## src/rtl/constraint_sample_sequencer.sv

```systemverilog
// Rejection-sampling sequencer: fills a candidate vector from a Galois LFSR, checks it
// against the combinational constraint checker, and offers satisfying vectors on valid/ready.
module constraint_sample_sequencer #(
    parameter int NUM_VARS = 20,
    parameter int CNT_W    = 16
) (
    input  logic                   clk,
    input  logic                   rst,
    input  logic                   start,
    input  logic [31:0]            seed,
    input  logic [CNT_W-1:0]       num_samples,
    input  logic [CNT_W-1:0]       max_tries,
    output logic [NUM_VARS*32-1:0] cand_o,
    input  logic                   sat_i,
    output logic                   smp_valid,
    input  logic                   smp_ready,
    output logic                   busy,
    output logic                   done,
    output logic                   fail,
    output logic [CNT_W-1:0]       acc_cnt,
    output logic [CNT_W-1:0]       try_cnt
);

    localparam int               IDX_W     = (NUM_VARS > 1) ? $clog2(NUM_VARS) : 1;
    localparam logic [IDX_W-1:0] LAST_IDX  = IDX_W'(NUM_VARS - 1);
    localparam logic [31:0]      LFSR_TAPS = 32'h8020_0003;

    typedef enum logic [2:0] {
        S_IDLE,
        S_FILL,
        S_CHECK,
        S_OFFER,
        S_DONE,
        S_FAIL
    } state_t;

    state_t                    state, state_nxt;
    logic [31:0]               lfsr, lfsr_step;
    logic [NUM_VARS-1:0][31:0] cand;
    logic [IDX_W-1:0]          fill_idx;
    logic [CNT_W-1:0]          num_q, max_q;
    logic [CNT_W-1:0]          try_inc, acc_inc;
    logic                      start_ok;
    logic                      tries_exhausted;

    assign start_ok        = start && (state == S_IDLE || state == S_DONE || state == S_FAIL);
    assign lfsr_step       = {1'b0, lfsr[31:1]} ^ (lfsr[0] ? LFSR_TAPS : 32'h0);
    assign try_inc         = (&try_cnt) ? try_cnt : try_cnt + CNT_W'(1);
    assign acc_inc         = acc_cnt + CNT_W'(1);
    assign tries_exhausted = (max_q != '0) && (try_inc == max_q);
    assign cand_o          = cand;

    // NOTE: sequential state uses non-blocking assignments so every register samples pre-edge values.
    always_ff @(posedge clk or posedge rst) begin
        if (rst) state <= S_IDLE;
        else     state <= state_nxt;
    end

    // NOTE: default assignment first, so no path through the case leaves state_nxt unassigned (no latch).
    always_comb begin
        state_nxt = state;
        case (state)
            S_IDLE, S_DONE, S_FAIL: begin
                if (start_ok) state_nxt = (num_samples == '0) ? S_DONE : S_FILL;
            end
            S_FILL: begin
                if (fill_idx == LAST_IDX) state_nxt = S_CHECK;
            end
            S_CHECK: begin
                if (sat_i)                state_nxt = S_OFFER;
                else if (tries_exhausted) state_nxt = S_FAIL;
                else                      state_nxt = S_FILL;
            end
            S_OFFER: begin
                if (smp_ready) state_nxt = (acc_inc == num_q) ? S_DONE : S_FILL;
            end
            default: state_nxt = S_IDLE;
        endcase
    end

    always_comb begin
        smp_valid = (state == S_OFFER);
        busy      = (state == S_FILL) || (state == S_CHECK) || (state == S_OFFER);
        done      = (state == S_DONE);
        fail      = (state == S_FAIL);
    end

    // NOTE: the candidate register bank is reset too, because cand_o must read zero out of reset.
    always_ff @(posedge clk or posedge rst) begin
        if (rst) begin
            lfsr     <= 32'h1;
            cand     <= '0;
            fill_idx <= '0;
            num_q    <= '0;
            max_q    <= '0;
            acc_cnt  <= '0;
            try_cnt  <= '0;
        end else if (start_ok) begin
            lfsr     <= (seed == 32'h0) ? 32'h1 : seed;
            num_q    <= num_samples;
            max_q    <= max_tries;
            acc_cnt  <= '0;
            try_cnt  <= '0;
            fill_idx <= '0;
        end else begin
            case (state)
                S_FILL: begin
                    lfsr           <= lfsr_step;
                    cand[fill_idx] <= lfsr_step;
                    fill_idx       <= fill_idx + IDX_W'(1);
                end
                S_CHECK: begin
                    fill_idx <= '0;
                    if (!sat_i) try_cnt <= try_inc;
                end
                S_OFFER: begin
                    if (smp_ready) begin
                        acc_cnt  <= acc_inc;
                        try_cnt  <= '0;
                        fill_idx <= '0;
                    end
                end
                default: ;
            endcase
        end
    end

endmodule
```

## config.mk

```make
export PLATFORM = sky130hd
export DESIGN_NAME = constraint_sample_sequencer
export DESIGN_NICKNAME = d
export VERILOG_FILES = /design/src/rtl/constraint_sample_sequencer.sv
export SDC_FILE = /design/constraint.sdc
export NUM_CORES = 1
export LEC_CHECK = 0
export BUFFER_PORTS_ARGS = -buffer_cell sky130_fd_sc_hd__buf_2
export CAP_MARGIN = 30
export CORE_AREA = 10 10 284 286
export CTS_CLUSTER_SIZE = 30
export DETAILED_ROUTE_END_ITERATION = 10
export DIE_AREA = 0 0 294 296
export REMOVE_ABC_BUFFERS = 1
export SYNTH_ARGS = -nofsm -noshare
export SYNTH_HDL_FRONTEND = slang
export SYNTH_SLANG_ARGS = --single-unit
```

## constraint.sdc

```tcl
create_clock -name clk -period 56.3 [get_ports clk]
set_clock_uncertainty 0.15 [all_clocks]
set_input_delay 8.445 -clock clk [delete_from_list [all_inputs] [get_ports clk]]
set_output_delay 8.445 -clock clk [all_outputs]
set_load 0.1 [all_outputs]
```

==> results.rst, run 1 <==
.. list-table::
   :header-rows: 1

   * - Metric
     - Value
   * - Grt ovf
     - 0
   * - Met3 demand-to-capacity share in global routing
     - 0.0651
   * - Most used cells in the layout excluding fill and tap cells
     - 746 x sky130_fd_sc_hd__buf_2, 743 x sky130_fd_sc_hd__dfrtp_1, 581 x sky130_fd_sc_hd__mux2_2, 206 x sky130_fd_sc_hd__nand2_1, 103 x sky130_fd_sc_hd__o21ai_0
   * - Pin count of the biggest net entering global routing
     - 151
   * - Top Ports
     - 745
   * - TritonCTS buffer count
     - 81
   * - Drt wl/cell
     - 27.9 um
   * - Worst path slowest cell
     - sky130_fd_sc_hd__buf_4
   * - Die extent in y
     - 296 um
   * - Max-cap violations
     - 0
   * - Signed area change from the synthesized netlist to the final layout
     - 25.6%
   * - CP required
     - 56.95 ns
   * - Register-to-Register Setup Slack
     - 52.70 ns
   * - Critical path fanouts, max
     - 114
   * - Final GP Congestion
     - 0.872
   * - Setup crit end kind
     - asynchronous set/reset pin
   * - Busiest metal layer after global routing
     - met2
   * - Core area
     - 75200 um^2
   * - Total routed wirelength
     - 111000 um
   * - Number of standard-cell rows in the floorplan
     - 101
   * - Die extent in x
     - 294 um
   * - Warnings from Yosys
     - 0
   * - Number of cells produced by synthesis
     - 2241
   * - Buffer levels on the longest clock path
     - 3
   * - Startpoint types
     - input port
   * - Share of final-layout standard cells stronger than drive strength 1
     - 0.515
   * - Worst-path cell chain
     - buf_2 > inv_8 > buf_4 > buf_4 > buf_4 > buf_4 > buf_16
   * - Overall Global Routing Usage
     - 0.245
   * - TritonCTS clock tree
     - done
   * - Met2 usage
     - 0.423
   * - Hold Vio Cnt, Final
     - 0
   * - Number of resized instances in the post-cts repair step
     - 0
   * - Worst slew pin tran
     - 1.01 ns
   * - Antenna violations before repair
     - 22
   * - Buffers inserted during post-CTS setup optimization
     - 0
   * - Detailed-routing iteration count for the pre-antenna-repair pass
     - 5
   * - Most frequent standard cell in the layout excluding fill and tap cells
     - sky130_fd_sc_hd__buf_2
   * - H-tree levels
     - 3
   * - Count of antenna-violating nets left after detailed routing
     - 0
   * - Ratio of final minimum period to clock period
     - 0.208
   * - Clock transition at the registers of the reported paths
     - 0.06 ns
   * - Cell occurring most often along the worst timing path
     - sky130_fd_sc_hd__buf_4
   * - Hold-fix buffers, CTS
     - 0
   * - Arrival @ worst endpoint
     - 12.35 ns
   * - Avg Synthesized Cell Area
     - 13.3 um^2
   * - Pins over their slew limit
     - 0
   * - Floorplan die area
     - 87000 um^2
   * - Average vias per placed instance
     - 5.37
   * - Initial standard-cell utilization of the core
     - 0.396
   * - Final Hold Slack
     - 0.321 ns
   * - Placed wire-length estimate after detailed placement
     - 76500 um
   * - Slowest cell delay on critical path
     - 0.74 ns
   * - Global routing met1 resource utilization
     - 0.282
   * - Setup-failing EPs final
     - 0
   * - Total number of clock tree sinks
     - 744
   * - Proportion of synthesized chip area in sequential cells
     - 0.625
   * - Time the worst path needs with I/O delays and setup
     - 11.70 ns
   * - Sum of negative setup slack
     - 0 ns
   * - Number of filler cells placed in the layout
     - 6629
   * - Skew-Pair Late Insertion Delay
     - 0.63 ns
   * - Combined area of all synthesized cells
     - 29800 um^2
   * - First-pass GRT wire length
     - 157000 um
   * - Status
     - complete, no violations
   * - Unrepaired setup endpoints after global routing
     - no
   * - Slew Limit Headroom
     - 0.326
   * - Total via count in the routed design
     - 21300
   * - Number of buffer cells added on primary ports
     - 744
   * - First-iteration detailed-routing DRC count
     - 1116
   * - Number of synthesized register bits
     - 744
   * - Post-detailed-route DRC marker count
     - 0
   * - Vias in the first global route
     - 22200
   * - Max Clk Rate
     - 0.0855 GHz
   * - Distinct cell type count of the synthesized netlist
     - 64
   * - Post-layout nets
     - 2988
   * - Post-synth EDFFs
     - 0
   * - Clock root buffer
     - sky130_fd_sc_hd__clkbuf_16
   * - Async SR Flop Fraction
     - 1.00
   * - Type of the worst setup path
     - input port to asynchronous set/reset pin
   * - Main flop type after synthesis
     - sky130_fd_sc_hd__dfrtp_1
   * - Classification of the worst-slack hold path
     - flop to flop
-- synth_stat cells, drive strengths merged, types with 7 or more instances --
cell type / instances / area, um^2
dfrtp: 743 / 18600
mux2: 581 / 6540
nand2: 211 / 792
clkbuf: 173 / 652
o21ai: 104 / 520
nor2: 92 / 345
nand3: 38 / 190
nor4: 32 / 200
o22ai: 32 / 200
xnor2: 29 / 254
a21oi: 24 / 120
nand4: 17 / 119
xor2: 17 / 149
buf: 14 / 72.6
nor3: 12 / 60.1
inv: 10 / 37.5
a31oi: 9 / 56.3
and3: 7 / 43.8
and4: 7 / 63.8
o31ai: 7 / 52.6
-- stage by stage --
stage	util	cells	instance area (um^2)	setup WS (ns)
floorplan	-	2054	29000	26.83
global placement	0.458	3799	34400	43.64
detailed placement	0.459	3805	34500	43.78
CTS	0.496	3951	37300	44.45
global route	0.497	3958	37400	44.04
finish	0.497	3961	37400	44.60
-- flip-flops by register name (all words and copies together) (netlist names) --
signal    cells
acc_cnt      16
cand_o      640
fill_idx      5
lfsr         32
max_q        16
num_q        16
state         3
try_cnt      16
-- cells by family after synthesis --
kind of cell               after synthesis  share of synthesized area
and+or+nand+nor                        455                     0.0704
adders and majority gates                6                    0.00252
DFF                                    744                      0.625
xor gates and xnor gates                46                     0.0135
AOI/OAI and AO/OA                      210                     0.0420
buffers and inverters                  197                     0.0256
muxes                                  583                      0.220
-- final cells by class --
type / instances / area, um^2 / area share
Antenna cell: 7 / 17.5 / 0.000469
Timing Repair Buffer: 776 / 4090 / 0.109
Sequential cell: 744 / 18600 / 0.498
Clock buffer: 112 / 2320 / 0.0621
Clock inverter: 34 / 459 / 0.0123
Multi-Input combinational cell: 1300 / 10600 / 0.284
Tap cell: 978 / 1220 / 0.0327
Inverter: 10 / 45.0 / 0.00120
-- path summary, 6_finish.rpt --
check                                  from          end  depth (start not counted)
worst max-delay path                    rst  cand_o[532]                          7
worst min-delay path            cand_o[245]  cand_o[245]                          2
worst max register to register     state[0]  cand_o[391]                          7
worst min register to register  cand_o[245]  cand_o[245]                          2
max in group clk                   state[0]    smp_valid                          4
min in group asynchronous               rst  cand_o[307]                          2
-- worst max-delay path: cells and delay by family --
kind,cells,cell delay (ns)
buffers and inverters,7,3.72
-- layer usage --
layer / up-vias / routed length (um)
met5: - / 94
met4: 14 / 4930
met3: 218 / 8390
met2: 797 / 55300
met1: 11100 / 41800
li1: 9200 / -
Power of run 1 is left out: the tool's default activity adds up to more than one toggle a clock period on the data nets, which glitch-free logic cannot reach.
==> run 2, diff against run 1 <==
==> constraint.sdc (replaced) <==
create_clock -name clk -period 9.85 [get_ports clk]
set_clock_uncertainty 0.15 [all_clocks]
set_input_delay 1.4775 -clock clk [delete_from_list [all_inputs] [get_ports clk]]
set_output_delay 1.4775 -clock clk [all_outputs]
set_load 0.1 [all_outputs]
==> run 2 against run 1 <==
Hold slack improved by 0.0015 ns. Non-clock buffer count fell by 1. Wire length rose by 0.49%. Via count fell by 0.38%. Sequential share of layout area barely moved. Setup slack got worse by 39 ns. Register-to-register slack got worse by 47 ns. Design area barely moved. Global-route usage rose by 0.32 points. First-iteration DRC count rose by 5.0%. Highest routed layer unchanged. Die area did not move.
==> results.rst, run 2 (synthesis gave the netlist of run 1 again) <==
.. list-table::
   :header-rows: 1

   * - Metric
     - Value
   * - Status
     - complete, no violations
   * - Worst hold path cell count
     - 2
   * - First-iteration detailed-routing DRC count
     - 1172
   * - Post-layout nets
     - 2988
   * - Antenna violations before repair
     - 27
   * - Hold path endpoint
     - cand_o[480]
   * - Sum of negative setup slack
     - 0 ns
   * - Total via count in the routed design
     - 21200
   * - H-tree levels
     - 3
   * - Critical hold path startpoint
     - cand_o[480]
   * - Total routed wire length on the met1 layer
     - 42400 um
   * - Classification of the worst-slack hold path
     - flop to flop
   * - First-pass GRT wire length
     - 159000 um
   * - Die extent in y
     - 296 um
   * - Startpoint types
     - flop
   * - Slew Limit Headroom
     - 0.272
   * - Skew-Pair Late Insertion Delay
     - 0.62 ns
   * - Arrival @ worst endpoint
     - 2.52 ns
   * - Max Clk Rate
     - 0.241 GHz
   * - Type of the worst setup path
     - flop to output port
   * - Unrepaired setup endpoints after global routing
     - no
   * - Grt ovf
     - 0
   * - Uppermost routed layer
     - met5
   * - Pins over their slew limit
     - 0
   * - Share of final-layout standard cells stronger than drive strength 1
     - 0.513
   * - Critical path fanouts, max
     - 13
   * - Core area
     - 75200 um^2
   * - Number of standard-cell rows in the floorplan
     - 101
   * - Count of antenna-violating nets left after detailed routing
     - 0
   * - Clock transition at the registers of the reported paths
     - 0.06 ns
   * - TritonCTS buffer count
     - 82
   * - Most frequent standard cell in the layout excluding fill and tap cells
     - sky130_fd_sc_hd__buf_2
   * - Buffers inserted during post-CTS setup optimization
     - 0
   * - Final GP Congestion
     - 0.905
   * - Worst-path cell chain
     - nor2b_1 > nand2_1 > inv_1 > buf_2
   * - Startpoint of the worst-slack reg-to-reg timing path
     - state[0]
   * - Post-layout utilization of the core
     - 0.497
   * - Hold Vio Cnt, Final
     - 0
   * - Drt wl/cell
     - 28.0 um
   * - Worst path slowest cell
     - sky130_fd_sc_hd__dfrtp_1
   * - Most used cells in the layout excluding fill and tap cells
     - 745 x sky130_fd_sc_hd__buf_2, 743 x sky130_fd_sc_hd__dfrtp_1, 581 x sky130_fd_sc_hd__mux2_2, 206 x sky130_fd_sc_hd__nand2_1, 103 x sky130_fd_sc_hd__o21ai_0
   * - Total number of clock tree sinks
     - 744
   * - Setup-failing EPs final
     - 0
   * - Number of flip-flops under the largest register name
     - 640
   * - Routed wl met2
     - 56300 um
   * - Die extent in x
     - 294 um
   * - Setup crit end kind
     - output port
   * - Clock root buffer
     - sky130_fd_sc_hd__clkbuf_16
   * - Average vias per placed instance
     - 5.34
   * - Total routed wirelength
     - 111000 um
   * - Vias in the first global route
     - 21900
   * - Number of buffer cells added on primary ports
     - 744
   * - Number of resized instances in the post-cts repair step
     - 0
   * - Slowest cell delay on critical path
     - 0.54 ns
   * - TritonCTS clock tree
     - done
   * - Overall Global Routing Usage
     - 0.248
   * - Floorplan die area
     - 87000 um^2
   * - Pin count of the biggest net entering global routing
     - 189
   * - Detailed-routing iteration count for the pre-antenna-repair pass
     - 5
   * - Worst slew pin tran
     - 1.09 ns
   * - Register-to-Register Setup Slack
     - 6.03 ns
   * - Time the worst path needs with I/O delays and setup
     - 4.15 ns
   * - FF-to-FF End
     - cand_o[391]
   * - Initial standard-cell utilization of the core
     - 0.396
   * - Placed wire-length estimate after detailed placement
     - 77500 um
   * - Signed area change from the synthesized netlist to the final layout
     - 25.6%
   * - Max-cap violations
     - 0
   * - Met3 wirelength from detailed routing
     - 8500 um
   * - R2R cell count
     - 6
   * - Top Ports
     - 745
   * - Ratio of final minimum period to clock period
     - 0.421
   * - CP required
     - 8.22 ns
   * - Hold-fix buffers, CTS
     - 0
   * - Post-detailed-route DRC marker count
     - 0
   * - Buffer levels on the longest clock path
     - 3
run 2: through the flow:
step	hold slack, ns	std cells	setup WS [ns]	cell area, um^2
final	0.323	3969	5.70	37400
after global routing	0.348	3961	5.53	37400
after CTS	0.328	3951	5.71	37300
after detailed placement	0.316	3803	5.83	34600
after global placement	0.308	3796	5.86	34400
after floorplan	0.315	2054	-12.65	29000
run 2: worst max-delay path, delay by kind of cell (launching register included):
| kind | cells | cell delay [ns] |
|---|---|---|
| buffers and inverters | 2 | 0.67 |
| flip-flops | 1 | 0.54 |
| AND/OR/NAND/NOR | 2 | 0.69 |
run 2: routing by layer:
metal	vias up	track usage
met5	-	0
met4	18	0.0908
met3	179	0.0653
met2	773	0.433
met1	11000	0.292
li1	9229	-
run 2: final cells by class:
type	count	area [um^2]
tap	978	1220
antenna	14	35.0
timing repair buffer	775	4100
clock inverter	32	425
multi-input combinational	1300	10600
fill	6630	37800
clock buffer	116	2320
sequential	744	18600
inverter	10	45.0
run 2: worst max-delay path by stage:
stage,endpoint,from
CTS,smp_valid,state[0]
finish,smp_valid,state[0]
floorplan,acc_cnt[0],rst
global placement,lfsr[21],start
detailed placement,lfsr[1],start
global route,smp_valid,state[0]
Power of run 2 is left out for the same reason.
